===== src/rtl/cia_bus_sequencer.sv =====
`default_nettype none
// ============================================================================
// Module      : cia_bus_sequencer
// Description : FPGA-side bus master for cia_core. Generates a free-running
//               PHI2 clock and a power-on /RES pulse, arbitrates two host
//               requesters round-robin and runs at most one CIA register
//               access per PHI2 cycle.
// Ports       : clk, rst        - system clock, async active-high reset
//               req/we          - per-requester request and write flag
//               addr0/1,wdata0/1- per-requester address and write data
//               ack, rdata      - one-clk completion pulse, read data
//               cia_data_i      - data returned by cia_core
//               phi2,res_n,cs_n,r_w_n,cia_addr,cia_data_o - cia_core bus
// Revision    : 1.0 - initial release
// ============================================================================
module cia_bus_sequencer #(
    parameter int PHI2_LO  = 4,
    parameter int PHI2_HI  = 4,
    parameter int RES_PHI2 = 10
) (
    input  logic       clk,
    input  logic       rst,
    input  logic [1:0] req,
    input  logic [1:0] we,
    input  logic [3:0] addr0,
    input  logic [3:0] addr1,
    input  logic [7:0] wdata0,
    input  logic [7:0] wdata1,
    output logic [1:0] ack,
    output logic [7:0] rdata,
    input  logic [7:0] cia_data_i,
    output logic       phi2,
    output logic       res_n,
    output logic       cs_n,
    output logic       r_w_n,
    output logic [3:0] cia_addr,
    output logic [7:0] cia_data_o
);

    localparam int PERIOD = PHI2_LO + PHI2_HI;
    localparam int CW     = $clog2(PERIOD);
    localparam int RW     = $clog2(RES_PHI2 + 1);

    // Arbitration needs cnt==1 to be inside the low phase and the bus needs
    // at least one cs_n-low low cycle plus a high phase before the wrap.
    if (PHI2_LO < 3 || PHI2_HI < 2 || RES_PHI2 < 1) begin : g_param_check
        $error("cia_bus_sequencer: PHI2_LO must be >= 3, PHI2_HI >= 2, RES_PHI2 >= 1");
    end

    typedef enum logic [0:0] {
        ST_FREE   = 1'b0,
        ST_ACTIVE = 1'b1
    } state_t;

    state_t          r_state;
    logic [CW-1:0]   r_cnt;
    logic [RW-1:0]   r_res_cnt;
    logic            r_last_grant;
    logic            r_grant;

    logic            w_wrap;
    logic [CW-1:0]   w_cnt_next;
    logic            w_arb;
    logic            w_pick;
    logic            w_sel_we;
    logic [3:0]      w_sel_addr;
    logic [7:0]      w_sel_wdata;

    assign w_wrap     = (r_cnt == CW'(PERIOD - 1));
    assign w_cnt_next = w_wrap ? '0 : r_cnt + CW'(1);

    // Sample point is the end of cnt==1: late-rising requests wait a cycle,
    // and a request dropped on the ack edge is never seen twice.
    assign w_arb = (r_cnt == CW'(1)) && (r_state == ST_FREE) && res_n && (|req);

    // Round-robin: on contention the port that did not win last time goes.
    assign w_pick      = (req == 2'b11) ? ~r_last_grant : req[1];
    assign w_sel_we    = w_pick ? we[1]  : we[0];
    assign w_sel_addr  = w_pick ? addr1  : addr0;
    assign w_sel_wdata = w_pick ? wdata1 : wdata0;

    always_ff @(posedge clk or posedge rst) begin
        if (rst) begin
            r_state      <= ST_FREE;
            r_cnt        <= '0;
            r_res_cnt    <= '0;
            r_last_grant <= 1'b1;
            r_grant      <= 1'b0;
            phi2         <= 1'b0;
            res_n        <= 1'b0;
            cs_n         <= 1'b1;
            r_w_n        <= 1'b1;
            cia_addr     <= '0;
            cia_data_o   <= '0;
            ack          <= '0;
            rdata        <= '0;
        end else begin
            r_cnt <= w_cnt_next;
            // Registered from the next count so phi2 lines up with cnt.
            phi2  <= (w_cnt_next >= CW'(PHI2_LO));
            ack   <= '0;

            if (w_wrap && (r_res_cnt != RW'(RES_PHI2))) begin
                r_res_cnt <= r_res_cnt + RW'(1);
                if (r_res_cnt == RW'(RES_PHI2 - 1)) begin
                    res_n <= 1'b1;
                end
            end

            case (r_state)
                ST_FREE: begin
                    if (w_arb) begin
                        r_grant      <= w_pick;
                        r_last_grant <= w_pick;
                        cia_addr     <= w_sel_addr;
                        cia_data_o   <= w_sel_wdata;
                        r_w_n        <= ~w_sel_we;
                        cs_n         <= 1'b0;
                        r_state      <= ST_ACTIVE;
                    end
                end
                ST_ACTIVE: begin
                    if (w_wrap) begin
                        // cia_data_i here is the value present in the last
                        // high cycle, i.e. at the PHI2 falling edge.
                        if (r_w_n) begin
                            rdata <= cia_data_i;
                        end
                        ack     <= r_grant ? 2'b10 : 2'b01;
                        cs_n    <= 1'b1;
                        r_w_n   <= 1'b1;
                        r_state <= ST_FREE;
                    end
                end
                default: r_state <= ST_FREE;
            endcase
        end
    end

endmodule
`default_nettype wire


===== config.mk =====
export PLATFORM = sky130hd
export DESIGN_NAME = cia_bus_sequencer
export DESIGN_NICKNAME = d
export VERILOG_FILES = /design/src/rtl/cia_bus_sequencer.sv
export SDC_FILE = /design/constraint.sdc
export NUM_CORES = 1
export LEC_CHECK = 0
export ABC_AREA = 1
export BUFFER_PORTS_ARGS = -buffer_cell sky130_fd_sc_hd__buf_2
export CORE_MARGIN = 1.5
export CORE_UTILIZATION = 45
export CTS_BUF_LIST = sky130_fd_sc_hd__clkbuf_4
export DETAILED_ROUTE_END_ITERATION = 8
export GPL_ROUTABILITY_DRIVEN = 0
export GPL_TIMING_DRIVEN = 0
export PLACE_DENSITY = 0.89
export REMOVE_ABC_BUFFERS = 1
export SYNTH_ARGS = -nofsm -noshare
export SYNTH_HDL_FRONTEND = slang
export SYNTH_SLANG_ARGS = --single-unit

===== constraint.sdc =====
create_clock -name clk -period 1.4 [get_ports clk]
set_clock_uncertainty 0.1 [all_clocks]
set_input_delay 0.14 -clock clk [delete_from_list [all_inputs] [get_ports clk]]
set_output_delay 0.14 -clock clk [all_outputs]
set_load 0.01 [all_outputs]

==> results of run 1 <==
==> flip-flops by register name, indices dropped and copies added (netlist names), 2 cells and up <==
signal and flops:
r_res_cnt 4, cia_addr 4, rdata 8, cia_data_o 8, r_cnt 2, ack 2
==> critical path: cells and delay by family, from the launching register on <==
kind | cells | cell delay [ps]
flip-flops | 1 | 400
adder cells (fa/ha/maj) | 2 | 390
AND/OR/NAND/NOR | 4 | 290
buffers and inverters | 1 | 90
==> power by group through the flow <==
stage	combinational (W)	sequential (W)	clock (W)
after detailed placement	0.000147	0.00105	0
after floorplan	0.0000601	0.00105	0
after global routing	0.000243	0.00103	0.000612
after global placement	0.000143	0.00105	0
after CTS	0.000203	0.00103	0.000560
final	0.000219	0.00103	0.000544
==> synth_stat cells <==
library cell | count | area [µm²]
buf_6 | 3 | 33.8
xor2_1 | 1 | 8.76
buf_2 | 2 | 10.0
nand2_1 | 91 | 342
nand2_2 | 2 | 12.5
dfstp_2 | 3 | 78.8
xnor2_1 | 1 | 8.76
nor2_1 | 6 | 22.5
dfrtp_1 | 32 | 801
o21ai_0 | 5 | 25.0
nand3_2 | 1 | 10.0
nand3_1 | 26 | 130
buf_4 | 1 | 7.51
clkbuf_1 | 1 | 3.75
o21ai_1 | 2 | 10.0
o21bai_1 | 1 | 7.51
ha_1 | 6 | 75.1
inv_2 | 3 | 11.3
inv_1 | 13 | 48.8
==> cells by family (layout without fill, tap and decap cells) <==
logic type | after synthesis | in the layout | share of synthesized area, %
DFF | 35 | 35 | 53.4
adders and majority gates | 6 | 6 | 4.56
AOI/OAI and AO/OA | 8 | 8 | 2.58
and+or+nand+nor | 126 | 128 | 31.4
buffers and inverters | 23 | 120 | 6.99
xor gates and xnor gates | 2 | 2 | 1.06
==> how the worst max path moves through the flow <==
stage / startpoint / endpoint / slack, ps
after floorplan: r_cnt[0] / rdata[0] / -7
after global placement: r_cnt[1] / cia_addr[3] / -240
after detailed placement: r_cnt[1] / cia_data_o[2] / -280
after CTS: r_cnt[1] / cia_addr[0] / 9
after global routing: r_cnt[0] / rdata[5] / -50
final: r_cnt[0] / rdata[6] / 10
==> placed cells by master, fill, tap and decap left out, drive strengths merged, types with 2 or more instances in the layout <==
master	count
nand2	93
dfrtp	32
clkbuf	5
dfstp	3
ha	6
nor2	6
nand3	29
inv	18
o21ai	7
dlygate4sd3	26
clkinvlp	2
buf	68
==> per-layer routing <==
layer	vias up	wire length, µm	part of all wire (%)
met1	743	1780	39
li1	823	-	-
met2	63	2460	54
met3	11	231	5.1
met4	0	84	1.8
met5	-	0	0
==> timing repair <==
action                                 4_1_cts  5_1_grt
setup buffers                                1        4
pin swaps                                    1        2
setup endpoints to repair                   31       26
hold buffers                                25        1
gates cloned                                 1        3
endpoints found under the hold margin       21       32
gates resized for setup                     15       18
==> final cells by class <==
cell class | count | area (µm²)
Fill cell | 256 | 937
Sequential cell | 35 | 880
Multi-Input combinational cell | 144 | 781
Timing Repair Buffer | 94 | 613
Inverter | 16 | 77.6
Tap cell | 46 | 57.6
Clock buffer | 5 | 37.5
Clock inverter | 3 | 20.0
Timing Repair inverter | 2 | 12.5
==> through the flow <==
stage	hold WS (ps)	cell area, µm²
CTS	2.65	2350
global placement	273	1960
finish	18.8	2480
detailed placement	281	1960
global route	19.1	2480
floorplan	186	1590
==> impl_results.md, run 1 <==
- Status: finished clean
- Reg2reg setup slack: 10 ps
- Setup_tns: 0 ps
- Final Max Tran Viols: 0
- Flop pwr share: 57.5%
- Initial Utilization: 48.2%
- Core area: 3420 µm²
- Final WL: 4.55 mm
- Wirelength per Cell: 13.2 µm
- Max clock buf depth: 2
- Required time of the critical path: 1540 ps
- CP max-delay cell: dfrtp_1
- Mapped Cells: 200
- Clock-pin slew on the worst setup and hold paths: 120 ps
- Met2 usage: 40.4%
- CP Launch Type: flop
- Hold Vio Cnt, Final: 0
- Internal Power: 0.00133 W
- Worst R2R Path Depth: 7
- Vias in the first global route: 1515
- Slew headroom: 53.5%
- CP Cell Sequence: ha_2, ha_4, nand2_8, inv_8, nand2_8, nand2_1, nand2_1
- Routed Antenna Nets: 0
- Worst min path class: in2reg
- Reg-to-reg endpoint: rdata[6]
- Clock Sinks: 35
- RSZ-0062 raised after global routing: yes
- Largest fanout on the critical path: 8
- Post-Syn Area per Cell: 8.23 µm²
- Core Util, Final: 72.6%
- CTS tree: done
- Synth-to-Final Area Change: 50.5%
- Die height: 63.5 µm
- Share of layout cells above drive strength 1: 34.8%
- GR Util met1: 24.4%
- Final setup violation count: 0
- Fmax: 721 MHz
- Skew-Pair Late Insertion Delay: 350 ps
- IO Count: 64
- Power share of the clock group: 30.3%
- Slowest stage delay, CP: 400 ps
- Largest net degree at the start of global routing: 36
- Shortest period the worst path allows: 1390 ps
- # rows: 21
- LEAKAGE: 1.38 nW
- Port Buf Inserts: 63
- Worst setup EP type: flop
- Yosys reg bits: 35
- Gr busiest metal: met2
- Worst Slack Setup Final: 12.5 ps
- Total Die Area: 4030 µm²
- Vias: 1640
- Root Buffer Master: clkbuf_4
- Ys Warns: 0
- First-pass GRT wire length: 6.80 mm
- Maxcap violations: 0
- Switching power: 0.000462 W
- Hold_sp: wdata1[4]
- Sequential element share of the synthesized area: 53.4%
- Tot GR Track Use: 22.4%
- Nets: 342
- Mean number of vias per cell: 4.75
- Setup slack at placement: -285 ps
- DIE WIDTH: 63.5 µm
- Maximum VDD drop: 0.000406 V
- Worst-margin pin slew: 697 ps
- CTS buffer count: 5
- Layout Cells excl Fill: 345
- CP Class: reg2reg
- Total gr overflow: 0
- Post-DP HPWL: 2.37 mm
- Total Power: 0.00179 W
- Cell Area, Synth: 1650 µm²
- Hold path endpoint: cia_data_o[4]
- Sw Share: 25.8%
- Yosys cell types: 19
- Crit path DAT: 1530 ps
- Inserted Diodes: 0
- GRT met3 Usage: 6.43%
- Period utilization: 99.1%
- Reg2reg start: r_cnt[0]
- DR iter-0 viols: 85
- Antenna violations before repair: 0
- Htree depth: 2
- Drt pass-1 iters: 4
- Post-route DRC: 0
- Logic gate share of total power: 12.2%
- PD cells: 723 nW/µm²
- Worst hold stages: 5
- Placed cell count: 302
(Power assumes the default switching activity.)
==> run 2, diff against run 1 <==
--- a/config.mk
+++ b/config.mk
@@ -8,12 +8,12 @@
 export ABC_AREA = 1
 export BUFFER_PORTS_ARGS = -buffer_cell sky130_fd_sc_hd__buf_2
 export CORE_MARGIN = 1.5
-export CORE_UTILIZATION = 45
+export CORE_UTILIZATION = 33
 export CTS_BUF_LIST = sky130_fd_sc_hd__clkbuf_4
 export DETAILED_ROUTE_END_ITERATION = 8
 export GPL_ROUTABILITY_DRIVEN = 0
 export GPL_TIMING_DRIVEN = 0
-export PLACE_DENSITY = 0.89
+export PLACE_DENSITY = 0.71
 export REMOVE_ABC_BUFFERS = 1
 export SYNTH_ARGS = -nofsm -noshare
 export SYNTH_HDL_FRONTEND = slang
==> run 2 against run 1 <==
  * Combinational power is 3% lower
  * Sequential power hardly changed
  * Cell count is 4.9% higher
  * Via count is 1.1% lower
  * Maximum frequency is 2.0% higher
  * Clock power is 30% higher
  * Non-clock buffer count is 3 lower
  * Global-route usage is 5.4 points lower
  * Core utilization is 20 points lower
  * Final area is 0.56% higher
  * Critical path type unchanged
  * First-iteration DRC count is 33% higher
==> impl_results.md, run 2 (synthesis gave the netlist of run 1 again) <==
- DR WL met2: 2.19 mm
- Drt pass-1 iters: 4
- Clock Sinks: 35
- CTS tree: done
- Inserted Diodes: 0
- Maximum VDD drop: 0.000429 V
- Post-route DRC: 0
- Status: finished clean
- Final setup violation count: 0
- Hold Vio Cnt, Final: 0
- LEAKAGE: 1.40 nW
- PD cells: 782 nW/µm²
- Required time of the critical path: 1550 ps
- Commonest non-fill, non-tap cell in the layout: nand2_1
- Vias in the first global route: 1538
- Total Die Area: 5420 µm²
- Final Max Tran Viols: 0
- CTS buffer count: 5
- Shortest period the worst path allows: 1360 ps
- FILL cells: 476
- Biggest regs: cia_data_o x8, rdata x8
- Storage cell area: 880 µm²
- Largest fanout on the critical path: 10
- Die height: 73.6 µm
- Most frequent cells in the layout: nand2_1, buf_2, dfrtp_1
- First-pass GRT wire length: 7.00 mm
- Multi-input gate area: 778 µm²
- Maxcap violations: 0
- Layout Cells excl Fill: 362
- Fmax: 735 MHz
- Highest metal used: met4
- # rows: 25
- M1 wire length: 1.85 mm
- Period utilization: 97.2%
- Final WL: 4.32 mm
- DR iter-0 viols: 113
- Worst min path class: in2reg
- Worst setup EP type: flop
- Slew headroom: 51.7%
- Initial Utilization: 34.6%
- Wire length on met3: 220 µm
- Reg2reg setup slack: 40 ps
- Setup_tns: 0 ps
- Htree depth: 2
- Clock-pin slew on the worst setup and hold paths: 110 ps
- Max clock buf depth: 2
- Routed Antenna Nets: 0
- CP Cell Sequence: ha_1, ha_4, nand2_4, inv_8, nand2_8, nand2_1, nand2_1
- Slowest stage delay, CP: 400 ps
- Placed cell count: 323
- Post-DP HPWL: 2.51 mm
- Port Buf Inserts: 63
- Root Buffer Master: clkbuf_4
- Nets: 338
- Worst-margin pin slew: 724 ps
- RSZ-0062 raised after global routing: yes
- IO Count: 64
- Total gr overflow: 0
- Wirelength per Cell: 11.9 µm
- Antenna violations before repair: 0
- Synth-to-Final Area Change: 51.4%
- Worst path most repeated cell: nand2_1
- Mean number of vias per cell: 4.48
- Share of layout cells above drive strength 1: 33.6%
- Largest net degree at the start of global routing: 36
- Vias: 1622
- CP Launch Type: flop
- Tot GR Track Use: 17.0%
- Total Power: 0.00195 W
- CP max-delay cell: dfrtp_1
- Crit path DAT: 1510 ps
- CP Class: reg2reg
- DIE WIDTH: 73.6 µm
- Skew-Pair Late Insertion Delay: 350 ps
- Core area: 4750 µm²
-- run 2: stage by stage --
step / hold WS [ps] / worst slack [ps] / util [%] / instance area (µm²)
after floorplan: 186 / -6.90 / - / 1590
after global placement: 278 / -253 / 41.9 / 1990
after detailed placement: 281 / -304 / 41.9 / 1990
final: 12.6 / 39.3 / 52.4 / 2490
after global routing: 4.84 / -54.8 / 52.4 / 2490
after CTS: 1.91 / -23.4 / 50.0 / 2380
-- run 2: repair_timing --
action                                  CTS  global route
hold buffers                             25             1
gates cloned                              1             2
setup buffers                             1             1
endpoints found under the hold margin    21            32
resized for setup                        10            24
pin swaps                                 1             2
endpoints found under the setup margin   31            30
-- run 2: routing by layer --
layer | GRT usage [%] | vias up
met5 | 0 | -
met4 | 7.82 | 0
met3 | 5.21 | 8
met2 | 28.0 | 54
met1 | 20.2 | 741
li1 | - | 819
-- run 2: worst paths after layout --
check,start,to,cells after the start
setup / recovery,r_cnt[0],rdata[1],7
hold / removal,wdata1[1],cia_data_o[1],5
setup reg to reg,r_cnt[0],rdata[1],7
hold reg to reg,r_grant,ack[0],1
max in group asynchronous,rst,cia_data_o[0],3
min in group asynchronous,rst,r_cnt[1],3
-- run 2: area by class of cell --
type	instances	area share [%]
clock buffers	5	1.51
clock inverters	3	1.56
inverters	16	3.11
multi-input cells	144	31.2
flip-flops and latches	35	35.3
well taps	67	3.36
repair buffers	91	23.7
repair inverters	1	0.251
-- run 2: worst max-delay path, delay by kind of cell (launching register included) --
kind,cells,cell delay (ps)
flops,1,400
buf+inv,1,110
simple gates,4,260
fa+ha+maj,2,380
-- run 2: report_power, final --
group	internal [W]	switching [W]	total (W)	leakage, nW
clock	0.000367	0.000342	0.000709	0.0426
sequential	0.00102	0.00000520	0.00103	0.446
combinational	0.000115	0.0000980	0.000213	0.908
